**config.mk**
```make
export PLATFORM = sky130hd
export DESIGN_NAME = apb4_protocol_monitor_flat
export DESIGN_NICKNAME = d
export VERILOG_FILES = /design/src/rtl/apb4_protocol_monitor_if.sv /design/src/rtl/apb4_protocol_monitor.sv /design/src/flat_wrapper.sv
export SDC_FILE = /design/constraint.sdc
export NUM_CORES = 1
export LEC_CHECK = 0
export BUFFER_PORTS_ARGS = -buffer_cell sky130_fd_sc_hd__buf_2
export CORE_MARGIN = 10
export CORE_UTILIZATION = 48
export CTS_CLUSTER_DIAMETER = 80
export DETAILED_ROUTE_END_ITERATION = 12
export PLACE_DENSITY_LB_ADDON = 0.15
export SYNTH_ARGS = -nofsm -noshare
export SYNTH_HDL_FRONTEND = slang
export SYNTH_SLANG_ARGS = --single-unit
```
**constraint.sdc**
```tcl
create_clock -name i_pclk -period 2.33 [get_ports i_pclk]
set_clock_uncertainty 0.15 [all_clocks]
set_input_delay 0.699 -clock i_pclk [delete_from_list [all_inputs] [get_ports i_pclk]]
set_output_delay 0.699 -clock i_pclk [all_outputs]
set_load 0.03 [all_outputs]
```
**src/rtl/apb4_protocol_monitor_if.sv**
```systemverilog
// rtl/apb4_protocol_monitor_if.sv - APB4 bus bundle shared by master, slave and passive monitor
interface apb4_protocol_monitor_if #(
  parameter int ADDR_WIDTH = 32,
  parameter int DATA_WIDTH = 32
);
  logic [ADDR_WIDTH-1:0]   paddr;
  logic                    psel;
  logic                    penable;
  logic                    pwrite;
  logic [DATA_WIDTH-1:0]   pwdata;
  logic [DATA_WIDTH/8-1:0] pstrb;
  logic [2:0]              pprot;
  logic                    pready;
  logic                    pslverr;
  logic [DATA_WIDTH-1:0]   prdata;

  modport master (
    output paddr, psel, penable, pwrite, pwdata, pstrb, pprot,
    input  pready, pslverr, prdata
  );

  modport slave (
    input  paddr, psel, penable, pwrite, pwdata, pstrb, pprot,
    output pready, pslverr, prdata
  );

  // The monitor only listens; it never drives any bus signal.
  modport monitor (
    input paddr, psel, penable, pwrite, pwdata, pstrb, pprot,
    input pready, pslverr, prdata
  );
endinterface

```
**src/rtl/apb4_protocol_monitor.sv**
```systemverilog
// rtl/apb4_protocol_monitor.sv - passive APB4 protocol checker with sticky flags and counters
module apb4_protocol_monitor #(
  parameter int ADDR_WIDTH     = 32,
  parameter int DATA_WIDTH     = 32,
  parameter int TIMEOUT_CYCLES = 16,
  parameter int CNT_WIDTH      = 8
) (
  input  logic                   i_pclk,
  input  logic                   i_preset_n,
  apb4_protocol_monitor_if.monitor i_bus,
  input  logic                   i_clr,
  output logic [7:0]             o_err_vec,
  output logic                   o_err_pulse,
  output logic [CNT_WIDTH-1:0]   o_err_count,
  output logic [CNT_WIDTH-1:0]   o_xfer_count,
  output logic [1:0]             o_state
);

  localparam int WCW = (TIMEOUT_CYCLES > 0) ? $clog2(TIMEOUT_CYCLES + 1) : 1;
  localparam logic [WCW-1:0]       L_TMO     = WCW'(TIMEOUT_CYCLES);
  localparam logic [CNT_WIDTH-1:0] L_CNT_MAX = '1;

  typedef enum logic [1:0] {
    S_IDLE  = 2'd0,
    S_SETUP = 2'd1,
    S_WAIT  = 2'd2
  } state_t;

  state_t                  r_state;
  state_t                  w_next;
  logic [ADDR_WIDTH-1:0]   r_addr;
  logic                    r_write;
  logic [2:0]              r_prot;
  logic [DATA_WIDTH/8-1:0] r_strb;
  logic [DATA_WIDTH-1:0]   r_wdata;
  logic [WCW-1:0]          r_wait_cnt;
  logic [7:0]              r_err_vec;
  logic                    r_err_pulse;
  logic [CNT_WIDTH-1:0]    r_err_count;
  logic [CNT_WIDTH-1:0]    r_xfer_count;

  logic       w_setup;
  logic       w_access;
  logic       w_stall;
  logic       w_compl;
  logic       w_tmo_hit;
  logic [7:0] w_viol;
  logic       w_unused_prdata;

  assign w_setup  = i_bus.psel & ~i_bus.penable;
  assign w_access = i_bus.psel &  i_bus.penable;
  assign w_stall  = w_access & ~i_bus.pready;
  assign w_compl  = w_access &  i_bus.pready;
  assign w_unused_prdata = ^i_bus.prdata;

  // The wait counter saturates at L_TMO, so this matches exactly once per transfer.
  assign w_tmo_hit = (TIMEOUT_CYCLES != 0) && w_stall && ((r_wait_cnt + 1'b1) == L_TMO);

  always_comb begin
    w_next = r_state;
    case (r_state)
      S_IDLE: begin
        if (w_setup) w_next = S_SETUP;
      end
      S_SETUP, S_WAIT: begin
        if (w_setup)      w_next = S_SETUP;
        else if (w_stall) w_next = S_WAIT;
        else              w_next = S_IDLE;
      end
      default: w_next = S_IDLE;
    endcase
  end

  always_comb begin
    w_viol    = 8'h00;
    w_viol[0] = (r_state == S_SETUP) && !w_access;
    w_viol[1] = (r_state == S_IDLE) && w_access;
    w_viol[2] = (r_state != S_IDLE) && w_access &&
                ((i_bus.paddr != r_addr) || (i_bus.pwrite != r_write) || (i_bus.pprot != r_prot));
    w_viol[3] = (r_state != S_IDLE) && w_access && r_write &&
                ((i_bus.pwdata != r_wdata) || (i_bus.pstrb != r_strb));
    w_viol[4] = (r_state == S_WAIT) && !w_access;
    w_viol[5] = w_tmo_hit;
    w_viol[6] = w_setup && !i_bus.pwrite && (|i_bus.pstrb);
    w_viol[7] = i_bus.pslverr && !w_compl;
  end

  always_ff @(posedge i_pclk or negedge i_preset_n) begin
    if (!i_preset_n) begin
      r_state      <= S_IDLE;
      r_addr       <= '0;
      r_write      <= 1'b0;
      r_prot       <= '0;
      r_strb       <= '0;
      r_wdata      <= '0;
      r_wait_cnt   <= '0;
      r_err_vec    <= 8'h00;
      r_err_pulse  <= 1'b0;
      r_err_count  <= '0;
      r_xfer_count <= '0;
    end else begin
      r_state     <= w_next;
      r_err_pulse <= |w_viol;
      if (w_setup) begin
        r_addr     <= i_bus.paddr;
        r_write    <= i_bus.pwrite;
        r_prot     <= i_bus.pprot;
        r_strb     <= i_bus.pstrb;
        r_wdata    <= i_bus.pwdata;
        r_wait_cnt <= '0;
      end else if (w_stall && (r_wait_cnt != L_TMO)) begin
        r_wait_cnt <= r_wait_cnt + 1'b1;
      end
      // Clear takes effect first, so this cycle's events land on zeroed state.
      if (i_clr) begin
        r_err_vec    <= w_viol;
        r_err_count  <= CNT_WIDTH'(|w_viol);
        r_xfer_count <= CNT_WIDTH'(w_compl);
      end else begin
        r_err_vec <= r_err_vec | w_viol;
        if ((|w_viol) && (r_err_count != L_CNT_MAX))
          r_err_count <= r_err_count + 1'b1;
        if (w_compl && (r_xfer_count != L_CNT_MAX))
          r_xfer_count <= r_xfer_count + 1'b1;
      end
    end
  end

  assign o_err_vec    = r_err_vec;
  assign o_err_pulse  = r_err_pulse;
  assign o_err_count  = r_err_count;
  assign o_xfer_count = r_xfer_count;
  assign o_state      = r_state;

endmodule

```
**src/flat_wrapper.sv**
```systemverilog
// flat-port wrapper written by rule: the top's interface ports become plain ports
module apb4_protocol_monitor_flat 
#(
  parameter int ADDR_WIDTH     = 32,
  parameter int DATA_WIDTH     = 32,
  parameter int TIMEOUT_CYCLES = 16,
  parameter int CNT_WIDTH      = 8
)
  (i_pclk, i_preset_n, i_clr, o_err_vec, o_err_pulse, o_err_count, o_xfer_count, o_state, i_bus_paddr, i_bus_psel, i_bus_penable, i_bus_pwrite, i_bus_pwdata, i_bus_pstrb, i_bus_pprot, i_bus_pready, i_bus_pslverr, i_bus_prdata);
  apb4_protocol_monitor_if #(.ADDR_WIDTH(ADDR_WIDTH), .DATA_WIDTH(DATA_WIDTH)) i_bus_i ();
  input  logic i_pclk;
  input  logic i_preset_n;
  input  logic i_clr;
  output logic [7:0] o_err_vec;
  output logic o_err_pulse;
  output logic [CNT_WIDTH-1:0] o_err_count;
  output logic [CNT_WIDTH-1:0] o_xfer_count;
  output logic [1:0] o_state;
  input wire logic [$bits(i_bus_i.paddr)-1:0] i_bus_paddr;
  input wire logic [$bits(i_bus_i.psel)-1:0] i_bus_psel;
  input wire logic [$bits(i_bus_i.penable)-1:0] i_bus_penable;
  input wire logic [$bits(i_bus_i.pwrite)-1:0] i_bus_pwrite;
  input wire logic [$bits(i_bus_i.pwdata)-1:0] i_bus_pwdata;
  input wire logic [$bits(i_bus_i.pstrb)-1:0] i_bus_pstrb;
  input wire logic [$bits(i_bus_i.pprot)-1:0] i_bus_pprot;
  input wire logic [$bits(i_bus_i.pready)-1:0] i_bus_pready;
  input wire logic [$bits(i_bus_i.pslverr)-1:0] i_bus_pslverr;
  input wire logic [$bits(i_bus_i.prdata)-1:0] i_bus_prdata;
  assign i_bus_i.paddr = i_bus_paddr;
  assign i_bus_i.psel = i_bus_psel;
  assign i_bus_i.penable = i_bus_penable;
  assign i_bus_i.pwrite = i_bus_pwrite;
  assign i_bus_i.pwdata = i_bus_pwdata;
  assign i_bus_i.pstrb = i_bus_pstrb;
  assign i_bus_i.pprot = i_bus_pprot;
  assign i_bus_i.pready = i_bus_pready;
  assign i_bus_i.pslverr = i_bus_pslverr;
  assign i_bus_i.prdata = i_bus_prdata;
  apb4_protocol_monitor #(.ADDR_WIDTH(ADDR_WIDTH), .DATA_WIDTH(DATA_WIDTH), .TIMEOUT_CYCLES(TIMEOUT_CYCLES), .CNT_WIDTH(CNT_WIDTH)) u_core (.i_pclk(i_pclk), .i_preset_n(i_preset_n), .i_bus(i_bus_i), .i_clr(i_clr), .o_err_vec(o_err_vec), .o_err_pulse(o_err_pulse), .o_err_count(o_err_count), .o_xfer_count(o_xfer_count), .o_state(o_state));
endmodule
```
Word level (Yosys, flattened, before mapping)

Cells that the tools add are included.

Register bits after elaboration: 104
Bits of input ports: 111
Output and inout bits: 27
Logic and storage cells: 72

Add/subtract/negate cells: 3
Equality and inequality tests: 12
Mux-type cells: 11
Bitwise logic cells: 7
Reductions and logical operators: 28

Operator list:

| operator                                       | count |
|---|---|
| != test 32 bit                                 | 2 |
| two-way mux 8 bit                              | 5 |
| adder 8 x 1 -> 8 bit (second input constant)   | 2 |
| != test 8 bit (second input constant)          | 2 |
| logical AND 1 bit                              | 14 |
| two-way mux 5 bit                              | 2 |
| bitwise OR 8 bit                               | 1 |
| nonzero test 2 bit                             | 4 |
| OR reduction 8 bit                             | 1 |
| two-way mux 2 bit                              | 3 |
| adder 5 x 1 -> 5 bit (second input constant)   | 1 |
| == test 5 bit (second input constant)          | 1 |
| != test 5 bit (second input constant)          | 1 |
| bitwise AND 1 bit                              | 4 |
| != test 4 bit                                  | 1 |
| case mux 2 bit (2 select lines)                | 1 |
| OR reduction 4 bit                             | 1 |
| logical NOT 1 bit                              | 3 |
| logical OR 1 bit                               | 3 |
| != test 3 bit                                  | 1 |
| == test 2 x 1 -> 1 bit (second input constant) | 1 |
| == test 2 bit (second input constant)          | 1 |
| logical NOT 2 bit                              | 1 |
| != test 2 x 1 -> 1 bit (second input constant) | 1 |
| other kinds (3)                                | 4 |

Logic depth before layout (Yosys ltp)

Gate-level depths: netlist of run 1.

Depth after elaboration: 8
Depth in mapped cells: 9
Mapped depth without buffers: 8

Worst setup path before layout of run 1

Ideal clock, no wire load.

Kind: input to register
Start point: input i_bus_penable
End point: register u_core.r_err_count[3] (netlist: u_core.o_err_count[3])
Data arrival time: 2,395 ps
Slack: -339 ps
Cell stages on the path: 6
Path buffers: 0
Cells stage by stage: nand2_2 -> or2_4 -> or4_4 -> and4b_4 -> nor4b_1 -> mux2_2

Cells in the longest elaborated chain, start to end: 7
Elaborated cells on any way between the ends: 21
Classes of those cells: 5 x bitwise; 16 x reduce/logical

RTL lines:

| item                                                | RTL line                                                                              | text |
|---|---|---|
| start: declaration                                  | flat_wrapper.sv:21                                                                    | `input wire logic [$bits(i_bus_i.penable)-1:0] i_bus_penable;` |
| bitwise AND 1 bit or inverter 1 bit (tied branches) | apb4_protocol_monitor.sv:51, apb4_protocol_monitor.sv:50                              |  |
| bitwise AND 1 bit (tied with other cells)           | apb4_protocol_monitor.sv:53                                                           | `assign w_compl = w_access & i_bus.pready;` |
| logical NOT 1 bit (tied with other cells)           | apb4_protocol_monitor.sv:85                                                           | `w_viol[7] = i_bus.pslverr && !w_compl;` |
| logical AND 1 bit (on tied branches)                | apb4_protocol_monitor.sv:85, apb4_protocol_monitor.sv:80, apb4_protocol_monitor.sv:84 |  |
| OR reduction 8 bit *                                | apb4_protocol_monitor.sv:121                                                          | `if ((\|w_viol) && (r_err_count != L_CNT_MAX))` |
| logical AND 1 bit *                                 | apb4_protocol_monitor.sv:121                                                          |  |
| nonzero test 2 bit (no source line) *               | -                                                                                     |  |
| end signal: assignment                              | apb4_protocol_monitor.sv:117                                                          | `r_err_count <= CNT_WIDTH'(\|w_viol);` |
| end signal: assignment                              | apb4_protocol_monitor.sv:122                                                          | `r_err_count <= r_err_count + 1'b1;` |
| end: declaration                                    | apb4_protocol_monitor.sv:39                                                           | `logic [CNT_WIDTH-1:0] r_err_count;` |

Mark *: on every way between the ends. The rest lies on a longest branch, timed or not.
A chain may end at the register's enable or synchronous reset.

Final worst setup path of run 1

Start point: input i_bus_penable
End point: register u_core.r_err_count[6] (netlist: u_core.o_err_count[6])

Same word-level chain as after synthesis.

==> results of run 1 <==
==> layout make-up <==
type	count	area share [%]
inverters	13	0.762
diodes	1	0.0391
repair buffers	136	12.8
multi-input cells	439	39.5
well taps	136	2.66
clock inverters	4	1.19
flip-flops and latches	104	40.6
clock buffers	12	2.42
==> cells in the final DEF, fill, tap and decap left out, types with 3 or more instances in the layout <==
| cell type | Yosys | routed |
|---|---|---|
| xor2_1 | 41 | 41 |
| buf_12 | 0 | 4 |
| xnor2_1 | 40 | 39 |
| o21ai_0 | 12 | 12 |
| nand3_1 | 9 | 8 |
| or3_1 | 3 | 3 |
| clkbuf_8 | 1 | 11 |
| nand2_1 | 227 | 227 |
| nor4_1 | 11 | 8 |
| buf_2 | 0 | 103 |
| nor2_1 | 26 | 25 |
| a21oi_1 | 5 | 4 |
| a31o_2 | 3 | 3 |
| nand4_1 | 14 | 14 |
| dfrtp_1 | 104 | 104 |
| buf_4 | 0 | 27 |
| nor4_2 | 0 | 3 |
| inv_1 | 13 | 13 |
| ha_1 | 9 | 7 |
==> flip-flops by register name (all words and copies together) (netlist names) <==
signal / cells
u_core.r_write: 1
u_core.o_state: 2
u_core.r_addr: 32
u_core.r_wdata: 32
u_core.o_err_pulse: 1
u_core.r_strb: 4
u_core.r_wait_cnt: 5
u_core.o_err_count: 8
u_core.r_prot: 3
u_core.o_xfer_count: 8
u_core.o_err_vec: 8
==> power groups by stage <==
stage                     clock (mW)  sequential, mW  combinational, mW
after global routing            1.38            2.24               1.27
after detailed placement           0            2.24               1.10
after floorplan                    0            2.35              0.559
final                           1.27            2.21               1.12
after global placement             0            2.23               1.07
after CTS                       1.31            2.20               1.13
==> Yosys cell counts, types with 3 or more instances <==
master	number	area (um^2)
o21ai_0	12	60.1
xnor2_1	40	350
inv_1	13	48.8
nand2_1	227	852
ha_1	9	113
a31o_2	3	26.3
a21oi_1	5	25.0
nand4_1	14	87.6
or3_1	3	18.8
dfrtp_1	104	2600
nor4_1	11	68.8
nor2_1	26	97.6
xor2_1	41	359
nand3_1	9	45.0
clkbuf_1	18	67.6
==> worst register-to-register path: stages (launching register included) <==
cell and delay [ps]:
dfrtp_1 410, ha_4 190, nand3_2 80, xor2_1 150, or4_4 520, and4b_4 240, or4b_4 480, and3_4 180
==> how the worst min path moves through the flow <==
stage                                              to  slack (ps)  cells after the start
detailed placement      u_core.r_addr[18]$_DFFE_PN0P_         330                      2
global placement        u_core.r_addr[10]$_DFFE_PN0P_         330                      2
finish                   u_core.o_err_pulse$_DFF_PN0_         110                      1
floorplan           u_core.o_err_count[0]$_DFFE_PN0P_         250                      0
global route        u_core.o_err_count[0]$_DFFE_PN0P_         120                      1
CTS                      u_core.o_err_pulse$_DFF_PN0_         110                      1
==> metal layers <==
metal | vias up | share of wire, % | global-route usage [%]
met4 | 0 | 1.2 | 5.46
met1 | 2022 | 46 | 22.0
met5 | - | 0 | 0
met3 | 12 | 5.6 | 4.34
met2 | 97 | 47 | 25.8
li1 | 2111 | - | -
==> cells by family (layout without fill, tap and decap cells) <==
group,after synthesis,after routing,share of synthesized area [%]
AO/OA/AOI/OAI,37,37,4.97
XOR/XNOR,81,81,13.7
adder cells (fa/ha/maj),9,9,2.18
buffers and inverters,34,165,2.67
flip-flops,104,104,50.4
multiplexers,4,4,0.824
other,0,1,0
AND/OR/NAND/NOR,307,308,25.2
==> metrics by stage <==
| step | utilization (%) | cells |
|---|---|---|
| 2_1_floorplan | - | 576 |
| 5_1_grt | 61.5 | 844 |
| 3_3_place_gp | 58.2 | 825 |
| 4_1_cts | 61.1 | 844 |
| 6_report | 61.5 | 845 |
| 3_5_place_dp | 58.2 | 825 |
==> repair_timing <==
| action | CTS | global route |
|---|---|---|
| setup buffers | 3 | 0 |
| gates resized for setup | 8 | 7 |
| hold endpoints to repair | 0 | 0 |
| gates cloned | 1 | 0 |
| pin swaps | 8 | 6 |
| endpoints found under the setup margin | 9 | 9 |
==> summary.txt, run 1 <==
Layout
  – Area Growth Syn to Fin: 24.0%
  – Multi-input gate area: 2530 um^2
  – FF+latch area: 2600 um^2
  – Fin area: 6400 um^2
  – Layout cell share with drive strength beyond 1: 25.7%
  – Fillers: 899
  – Nets: 823

Global routing
  – Vias in the first global route: 4259
  – Largest net degree at the start of global routing: 78
  – Global Route Usage Sum: 16.6%
  – GRT overflow: 0
  – Initial antenna violation count: 1
  – First-pass GRT wire length: 20500 um

Die
  – # rows: 37
  – Die height: 124 um
  – Ports: 138
  – Die area: 15300 um^2
  – Initial Util: 49.6%
  – Die width: 124 um
  – Core Area: 10400 um^2

Place
  – Placer Congestion: 0.844
  – Port Buffers: 105
  – Pre-CTS worst setup slack: -595 ps
  – Cell Area, Placed: 6070 um^2
  – DPL Wire Length: 8980 um

Critical path
  – RR Endpoint: u_core.o_err_count[6]$_DFFE_PN0P_
  – CP Buf/Inv Count: 1
  – Family with the most delay on the worst path: simple AND/OR/NAND/NOR gates
  – Instance count on the critical path: 7
  – Crit-path slowest cell: or4_4
  – Critical path required time: 2440 ps
  – Cells on worst reg2reg path: 7
  – RR Startpoint: u_core.r_wait_cnt[1]$_DFFE_PN0P_
  – R2R setup slack: -160 ps
  – Worst setup path end: u_core.o_err_count[6]$_DFFE_PN0P_
  – WP data arrival: 2600 ps
  – Critical path class: in2reg
  – Crit start category: input pin
  – Critical path startpoint: i_bus_penable
  – Worst Path Max Fanout: 6
  – Crit end category: flop
  – Crit-path cells: buf_2 -> nand2_8 -> or2_4 -> or4_4 -> and4b_4 -> or4b_4 -> and3_4
  – Slowest stage delay, CP: 540 ps

Logic synthesis
  – Synth Area per Inst: 8.96 um^2
  – Synthesis Warnings: 0
  – Cells after Synth: 576
  – Synth Register Bits: 104
  – Mapped Area: 5160 um^2
  – Post-synth ARST share: 100%
  – Post-synth EDFFs: 0
  – Mapped Nets: 696
  – Top FF cell, synth: dfrtp_1
  – Sequential fraction of the synthesis area: 50.4%
  – Post-synth cell types: 46

Outcome
  – Status: finished, violations left
  – Failing checks: negative setup slack

STA
  – Setup violators final: 7
  – Worst Hold Slack: 113 ps
  – FMAX: 401 MHz
  – Minimum clock period: 2490 ps
  – Slew headroom: 47.5%
  – Fin crit share: 107%
  – RSZ-0062 raised after global routing: true
  – Worst Tran Pin Value: 788 ps
  – Final hold vios: 0
  – Fin worst setup slack: -164 ps
  – Max-slew violations: 0
  – TNS Setup: -653 ps

Power and ir drop
  – Worst VDD drop: 0.333 mV
  – Combinational Power Share: 24.4%
  – Flop pwr share: 47.9%
  – P per Cell Area: 719 nW/um^2
  – Clk pwr share: 27.7%
  – Tot Pwr: 4.60 mW
  – Switching power: 1.42 mW
  – Leakage: 3.25 nW
  – Switching Share: 30.8%
  – Pint: 3.18 mW

Drt
  – Drt pass-1 iters: 4
  – DR WL/cell: 14.4 um
  – DRT Wirelength: 12200 um
  – Vias: 4242
  – DRC: 0
  – Via-to-Cell Ratio: 5.02
  – Initial DRC Count: 244
  – ANT nets after route: 0

Clock tree
  – CTS max path bufs: 2
  – Clock Latency Late Sink: 360 ps
  – Clock transition at path regs: 90 ps
  – Number of H-tree levels: 3
  – TritonCTS clock tree: done
  – Post-cts hold buffer count: 0
  – Clk root buf: clkbuf_8
  – Clock sinks: 104
  – TritonCTS Buffers: 9

Hold path
  – HP Class: in2async

Job
  – Max-Cap Viols: 0
No activity file was read; power rests on OpenSTA's default activity.
==> inputs of run 2 (changes only) <==
- ABC_AREA: default -> 1
==> summary.txt, run 2 <==
Outcome
  – Status: finished clean

Clock tree
  – Clock sinks: 104 (unchanged)
  – Post-cts hold buffer count: 0 (unchanged)
  – TritonCTS clock tree: done
  – Number of H-tree levels: 3 (unchanged)
  – Clock transition at path regs: 70 ps (-20 ps)
  – Clock Latency Late Sink: 340 ps (-20 ps)
  – Clk root buf: clkbuf_16
  – TritonCTS Buffers: 9 (unchanged)
  – Post-CTS Setup Bufs: 0 (-3)
  – Post-CTS Resized: 0 (-8)
  – CTS max path bufs: 2 (unchanged)

Critical path
  – Crit path top cell by count: nand2_1
  – WP data arrival: 2090 ps (-510 ps)
  – RR Endpoint: u_core.o_err_count[5]$_DFFE_PN0P_
  – Crit-path slowest cell: nor2_1
  – Family with the most delay on the worst path: simple AND/OR/NAND/NOR gates
  – Slowest stage delay, CP: 170 ps (-370 ps)
  – Worst Path Max Fanout: 9 (+3)
  – Crit-path cells: buf_2 -> inv_1 -> nand2_1 -> nand2_1 -> nand2_1 -> nor2_1 -> nand3_1 -> nor2_1 -> nand2_1 -> nand2_1 -> nand3_4 -> nand2_4 -> nand2_4 -> nand2_1 -> nand2_1
  – Crit start category: input pin
  – Critical path class: in2reg
  – Crit end category: flop
  – R2R setup slack: 390 ps (+550 ps)
  – Cells on worst reg2reg path: 12 (+5)
  – RR Startpoint: u_core.r_addr[7]$_DFFE_PN0P_
  – CP Buf/Inv Count: 2 (+1)
  – Critical path required time: 2420 ps (-20 ps)

STA
  – Slew headroom: 45.2% (-2.3 points)
  – RSZ-0062 raised after global routing: false
  – Worst Hold Slack: 161 ps (+48.5 ps)
  – Max-slew violations: 0 (unchanged)
  – Minimum clock period: 2000 ps (-497 ps)
  – Fin crit share: 85.7% (-21 points)
  – Fin worst setup slack: 332 ps (+497 ps)
  – Setup violators final: 0 (-7)
  – Final hold vios: 0 (unchanged)
  – FMAX: 501 MHz (+25%)
  – Worst Tran Pin Value: 822 ps (+34.6 ps)

Die
  – Die width: 126 um (+2.2%)
  – Die area: 16000 um^2 (+4.4%)
  – Initial Util: 49.5% (-0.11 points)
  – Core Area: 11000 um^2 (+5.4%)
  – Ports: 138 (unchanged)
  – # rows: 38 (+2.7%)
  – Die height: 126 um (+2.2%)

Drt
  – DRC: 0 (unchanged)
  – Initial DRC Count: 346 (+42%)
  – Drt pass-1 iters: 6 (+2)
  – Vias: 4643 (+9.5%)
  – DRT Wirelength: 12400 um (+1.6%)
  – Via-to-Cell Ratio: 4.88 (-2.7%)
  – ANT nets after route: 0 (unchanged)
  – DR WL/cell: 13.0 um (-9.7%)

Layout
  – Most frequent cells in the layout: nand2_1 (289), buf_2 (104), dfrtp_1 (104)
  – Fillers: 1011 (+12%)
  – Layout cell share with drive strength beyond 1: 17.5% (-8.2 points)
  – Commonest non-fill, non-tap cell in the layout: nand2_1
  – Finished Core Util: 58.4% (-3.1 points)
  – Nets: 929 (+13%)
  – Area Growth Syn to Fin: 18.0%
  – Ant diodes: 0 (-1)
  – Biggest regs: u_core.r_addr: 32 flops, u_core.r_wdata: 32 flops
  – Fin area: 6410 um^2 (about the same)

Logic synthesis
  – Post-synth ARST share: 100% (unchanged)
  – Synth top area share: 47.9% (-2.5 points)
  – Top FF cell, synth: dfrtp_1
  – Synthesis Warnings: 0 (unchanged)
  – Mapped Nets: 824 (+18%)
  – Synth Area per Inst: 7.72 um^2 (-14%)
  – Synth cell count leaders: nand2_1 (289), dfrtp_1 (104), inv_1 (70)
  – Mapped Area: 5430 um^2 (+5.2%)
  – Synth top area cells: dfrtp_1 (48%), nand2_1 (20%), xnor2_1 (6.9%)
  – Synth Register Bits: 104 (unchanged)
  – Cells after Synth: 704 (+22%)
  – Synth area leader: dfrtp_1
  – Sequential fraction of the synthesis area: 47.9% (-2.5 points)
  – Post-synth cell types: 35 (-24%)
  – Most frequent cell after synthesis: nand2_1
  – Post-synth EDFFs: 0 (unchanged)

Place
  – Pre-CTS worst setup slack: -41.0 ps (+554 ps)
  – Placer Congestion: 0.777 (-7.8%)
  – Port Buffers: 105 (unchanged)
  – Cell Area, Placed: 6150 um^2 (+1.3%)
  – DPL Wire Length: 9220 um (+2.7%)

Power and ir drop
  – P per Cell Area: 723 nW/um^2 (+0.53%)
  – Tot Pwr: 4.63 mW (+0.61%)
  – Leakage: 3.40 nW (+4.8%)
  – Worst VDD drop: 0.504 mV (+52%)

Global routing
  – First-pass GRT wire length: 20600 um (+0.47%)
  – Largest net degree at the start of global routing: 87 (+12%)
  – Vias in the first global route: 4451 (+4.5%)
  – GRT overflow: 0 (unchanged)
  – Initial antenna violation count: 1 (unchanged)
  – Global Route Usage Sum: 15.3% (-1.3 points)

Hold path
  – HP Class: in2async

Job
  – Max-Cap Viols: 0 (unchanged)
==> run 2: cell types whose count changed after synthesis, moves of 7 or more <==
cell	before	now
nand2_1	227	289
inv_1	13	70
o21ai_0	12	46
xor2_1	41	7
nand3_1	9	27
nor4_1	11	1
a21oi_1	5	12
==> run 2: metal layers <==
| layer | part of all wire [%] | vias up | GRT usage, % |
|---|---|---|---|
| li1 | - | 2384 | - |
| met1 | 45 | 2150 | 19.0 |
| met2 | 47 | 94 | 24.3 |
| met3 | 6.8 | 13 | 5.54 |
| met4 | 1.1 | 2 | 4.55 |
| met5 | 0.15 | - | 0 |
==> run 2: worst max path at each step <==
stage	cells after the start	to	slack [ps]	startpoint
3_5_place_dp	15	u_core.o_err_count[5]$_DFFE_PN0P_	-40	i_bus_paddr[0]
4_1_cts	15	u_core.o_err_count[5]$_DFFE_PN0P_	330	i_bus_paddr[0]
5_1_grt	10	u_core.o_err_count[6]$_DFFE_PN0P_	140	u_core.o_err_count[1]$_DFFE_PN0P_
3_3_place_gp	15	u_core.o_err_count[6]$_DFFE_PN0P_	-30	i_bus_paddr[0]
6_report	15	u_core.o_err_count[5]$_DFFE_PN0P_	330	i_bus_paddr[0]
2_1_floorplan	10	u_core.o_err_count[7]$_DFFE_PN0P_	400	u_core.o_err_count[0]$_DFFE_PN0P_
==> run 2: final cells by class <==
class / instances / area, um^2 / area share [%]
flip-flops and latches: 104 / 2600 / 40.6
multi-input cells: 507 / 2480 / 38.7
repair buffers: 113 / 613 / 9.56
inverters: 74 / 278 / 4.33
clock buffers: 12 / 256 / 4.00
well taps: 140 / 175 / 2.73
clock inverters: 1 / 5.00 / 0.0781
==> run 2: power breakdown <==
group,total [mW],internal [mW],switching (mW)
clock network,1.40,0.765,0.635
logic,1.04,0.411,0.625
registers,2.20,2.03,0.163
==> run 2: kinds of logic after synthesis <==
| group | Yosys count | synth area share [%] |
|---|---|---|
| AO/OA/AOI/OAI | 65 | 6.29 |
| XOR/XNOR | 50 | 8.06 |
| adder cells (fa/ha/maj) | 9 | 2.07 |
| buffers and inverters | 93 | 6.45 |
| flip-flops | 104 | 47.9 |
| AND/OR/NAND/NOR | 383 | 29.2 |
==> run 2: per-stage QoR <==
step	instances	TNS (ps)
final	951	0
after global routing	951	0
after CTS	951	0
after detailed placement	938	-203
after global placement	938	-140
after floorplan	704	0
==> run 2: worst reg2reg max path, cell delays in order (launching register included) <==
cell     delay (ps)
dfrtp_1         390
xnor2_1         170
nand2_1          60
nor2_1          110
nand3_1         100
nor2_1          170
nand2_1         100
nand2_1         140
nand3_4         110
nand2_4         140
nand2_4          90
nand2_1          70
nand2_1          40
==> inputs of run 3 (changes only) <==
- ABC_AREA: 1 -> 0
- CORE_UTILIZATION: 48 -> 53
- clock period: 2.33 -> 2 ns (I/O delays scaled with it)
==> summary.txt, run 3 (synthesized netlist as in run 1, its figures left out) <==
Layout
  – Commonest non-fill, non-tap cell in the layout: nand2_1
  – Nets: 827 (-11%)
  – Fillers: 789 (-22%)
  – Layout cell share with drive strength beyond 1: 26.4% (+8.9 points)
  – FF+latch area: 2610 um^2 (about the same)
  – Ant diodes: 0 (unchanged)
  – Fin area: 6440 um^2 (+0.41%)
  – Biggest regs: u_core.r_addr: 32 flops, u_core.r_wdata: 32 flops
  – Area Growth Syn to Fin: 24.6%
  – Most frequent cells in the layout: nand2_1 (227), buf_2 (104), dfrtp_1 (102)
  – Multi-input gate area: 2560 um^2 (+3.1%)

Clock tree
  – Clock transition at path regs: 90 ps (+20 ps)
  – CTS max path bufs: 2 (unchanged)
  – Number of H-tree levels: 3 (unchanged)
  – Post-cts hold buffer count: 0 (unchanged)
  – Clk root buf: clkbuf_8
  – Clock Latency Late Sink: 350 ps (about the same)
  – Clock sinks: 104 (unchanged)
  – TritonCTS Buffers: 9 (unchanged)
  – TritonCTS clock tree: done

STA
  – TNS Setup: -3280 ps (-3280 ps)
  – Final hold vios: 0 (unchanged)
  – Fin worst setup slack: -467 ps (-800 ps)
  – Slew headroom: 63.5% (+18 points)
  – Fin crit share: 123%
  – Setup violators final: 9 (+9)
  – FMAX: 405 MHz
  – Max-slew violations: 0 (unchanged)
  – Minimum clock period: 2470 ps
  – RSZ-0062 raised after global routing: true
  – Worst Tran Pin Value: 547 ps (-275 ps)

Drt
  – DR WL/cell: 14.7 um (+12%)
  – Vias: 4248 (-8.5%)
  – Via-to-Cell Ratio: 5.06 (+3.6%)
  – Initial DRC Count: 225 (-35%)
  – DRC: 0 (unchanged)
  – Drt pass-1 iters: 4 (-2)
  – ANT nets after route: 0 (unchanged)
  – DRT Wirelength: 12300 um (-0.73%)

Critical path
  – Slowest stage delay, CP: 510 ps (+340 ps)
  – Crit end category: flop
  – Crit-path cells: ha_4 -> xnor2_2 -> nand2_1 -> or4_4 -> and4b_4 -> or4b_4 -> and3_4
  – CP Buf/Inv Count: 0 (-2)
  – Worst Path Max Fanout: 6 (-3)
  – Critical path required time: 2100 ps (-320 ps)
  – Family with the most delay on the worst path: simple AND/OR/NAND/NOR gates
  – Crit-path slowest cell: or4_4
  – WP data arrival: 2560 ps (+470 ps)
  – R2R setup slack: -470 ps (-860 ps)
  – Critical path class: reg2reg
  – Crit start category: flop

Place
  – DPL Wire Length: 9170 um (-0.48%)
  – Placer Congestion: 0.801 (+3.1%)
  – Port Buffers: 105 (unchanged)
  – Cell Area, Placed: 6100 um^2 (-0.77%)

Job
  – Max-Cap Viols: 0 (unchanged)

Hold path
  – HP Class: in2async

Die
  – Die height: 119 um (-6.1%)
  – Core Area: 9370 um^2 (-15%)
  – Die area: 14100 um^2 (-12%)
  – Die width: 119 um (-6.1%)
  – Ports: 138 (unchanged)
  – # rows: 35 (-7.9%)
  – Initial Util: 55.1% (+5.6 points)

Outcome
  – Failing checks: negative setup slack
  – Status: finished, violations left

Power and ir drop
  – Worst VDD drop: 0.478 mV (-5.3%)
  – Leakage: 3.26 nW (-4.2%)
  – P per Cell Area: 830 nW/um^2 (+15%)

Global routing
  – Initial antenna violation count: 0 (-1)
  – GRT overflow: 0 (unchanged)
  – Largest net degree at the start of global routing: 78 (-10%)
  – Vias in the first global route: 4363 (-2.0%)
  – Global Route Usage Sum: 17.7% (+2.4 points)
  – First-pass GRT wire length: 21100 um (+2.3%)
==> run 3: cell count changes in the layout (fill, tap and decap cells not counted), sizes merged, moves of 7 or more <==
cell	before	now
inv	72	13
nand2	292	228
nand3	29	9
nor4	1	11
buf	113	140
a21oi	12	5
nor2	35	26
o21ai	47	12
xor2	7	41
==> run 3: repair_timing <==
action,CTS,global route
resized for setup,6,9
pin swaps,13,4
cloned,1,0
buffers inserted,2,0
endpoints found under the setup margin,10,12
==> run 3: worst register-to-register path, cell delays in order, from the launching register on <==
cell and delay [ps]:
dfrtp_1 420, ha_4 200, xnor2_2 120, nand2_1 60
or4_4 510, and4b_4 240, or4b_4 480, and3_4 180
==> run 3: layout make-up <==
type / count / share of cell area, %
sequential: 104 / 40.5
clock inverter: 5 / 1.26
timing repair buffer: 140 / 13.1
multi-input combinational: 439 / 39.7
inverter: 13 / 0.758
clock buffer: 10 / 2.14
tap: 129 / 2.51
==> run 3: through the flow <==
stage	setup slack, ps	hold slack (ps)	total power, mW	utilization, %	instances
finish	-467	61.2	5.34	68.7	840
global route	-535	59.9	5.68	68.7	840
CTS	-462	52.5	5.40	68.1	840
detailed placement	-848	333	3.92	65.1	822
global placement	-843	327	3.86	65.1	822
floorplan	-484	154	3.39	-	576
==> run 3: metal layers <==
| layer | track usage (%) | up-vias | share of wire, % |
|---|---|---|---|
| met5 | 0 | - | 0 |
| met4 | 4.50 | 0 | 0.76 |
| met3 | 4.57 | 13 | 5.6 |
| met2 | 29.1 | 83 | 50 |
| met1 | 22.6 | 2029 | 44 |
| li1 | - | 2123 | - |
==> run 3: worst paths after layout <==
| path | depth (start not counted) | startpoint | endpoint |
|---|---|---|---|
| max | 7 | u_core.r_wait_cnt[1]$_DFFE_PN0P_ | u_core.o_err_count[6]$_DFFE_PN0P_ |
| min | 2 | i_preset_n | u_core.o_err_pulse$_DFF_PN0_ |
| max reg2reg | 7 | u_core.r_wait_cnt[1]$_DFFE_PN0P_ | u_core.o_err_count[6]$_DFFE_PN0P_ |
| min reg2reg | 2 | u_core.r_wdata[3]$_DFFE_PN0P_ | u_core.r_wdata[3]$_DFFE_PN0P_ |
| max in group asynchronous | 2 | i_preset_n | u_core.r_wdata[18]$_DFFE_PN0P_ |
| min in group i_pclk | 3 | i_bus_paddr[17] | u_core.r_addr[17]$_DFFE_PN0P_ |
==> run 3: where the power goes <==
group | total [mW] | internal, mW | switching (mW)
Combinational | 1.34 | 0.583 | 0.754
Clock | 1.42 | 0.733 | 0.688
Sequential | 2.58 | 2.37 | 0.216
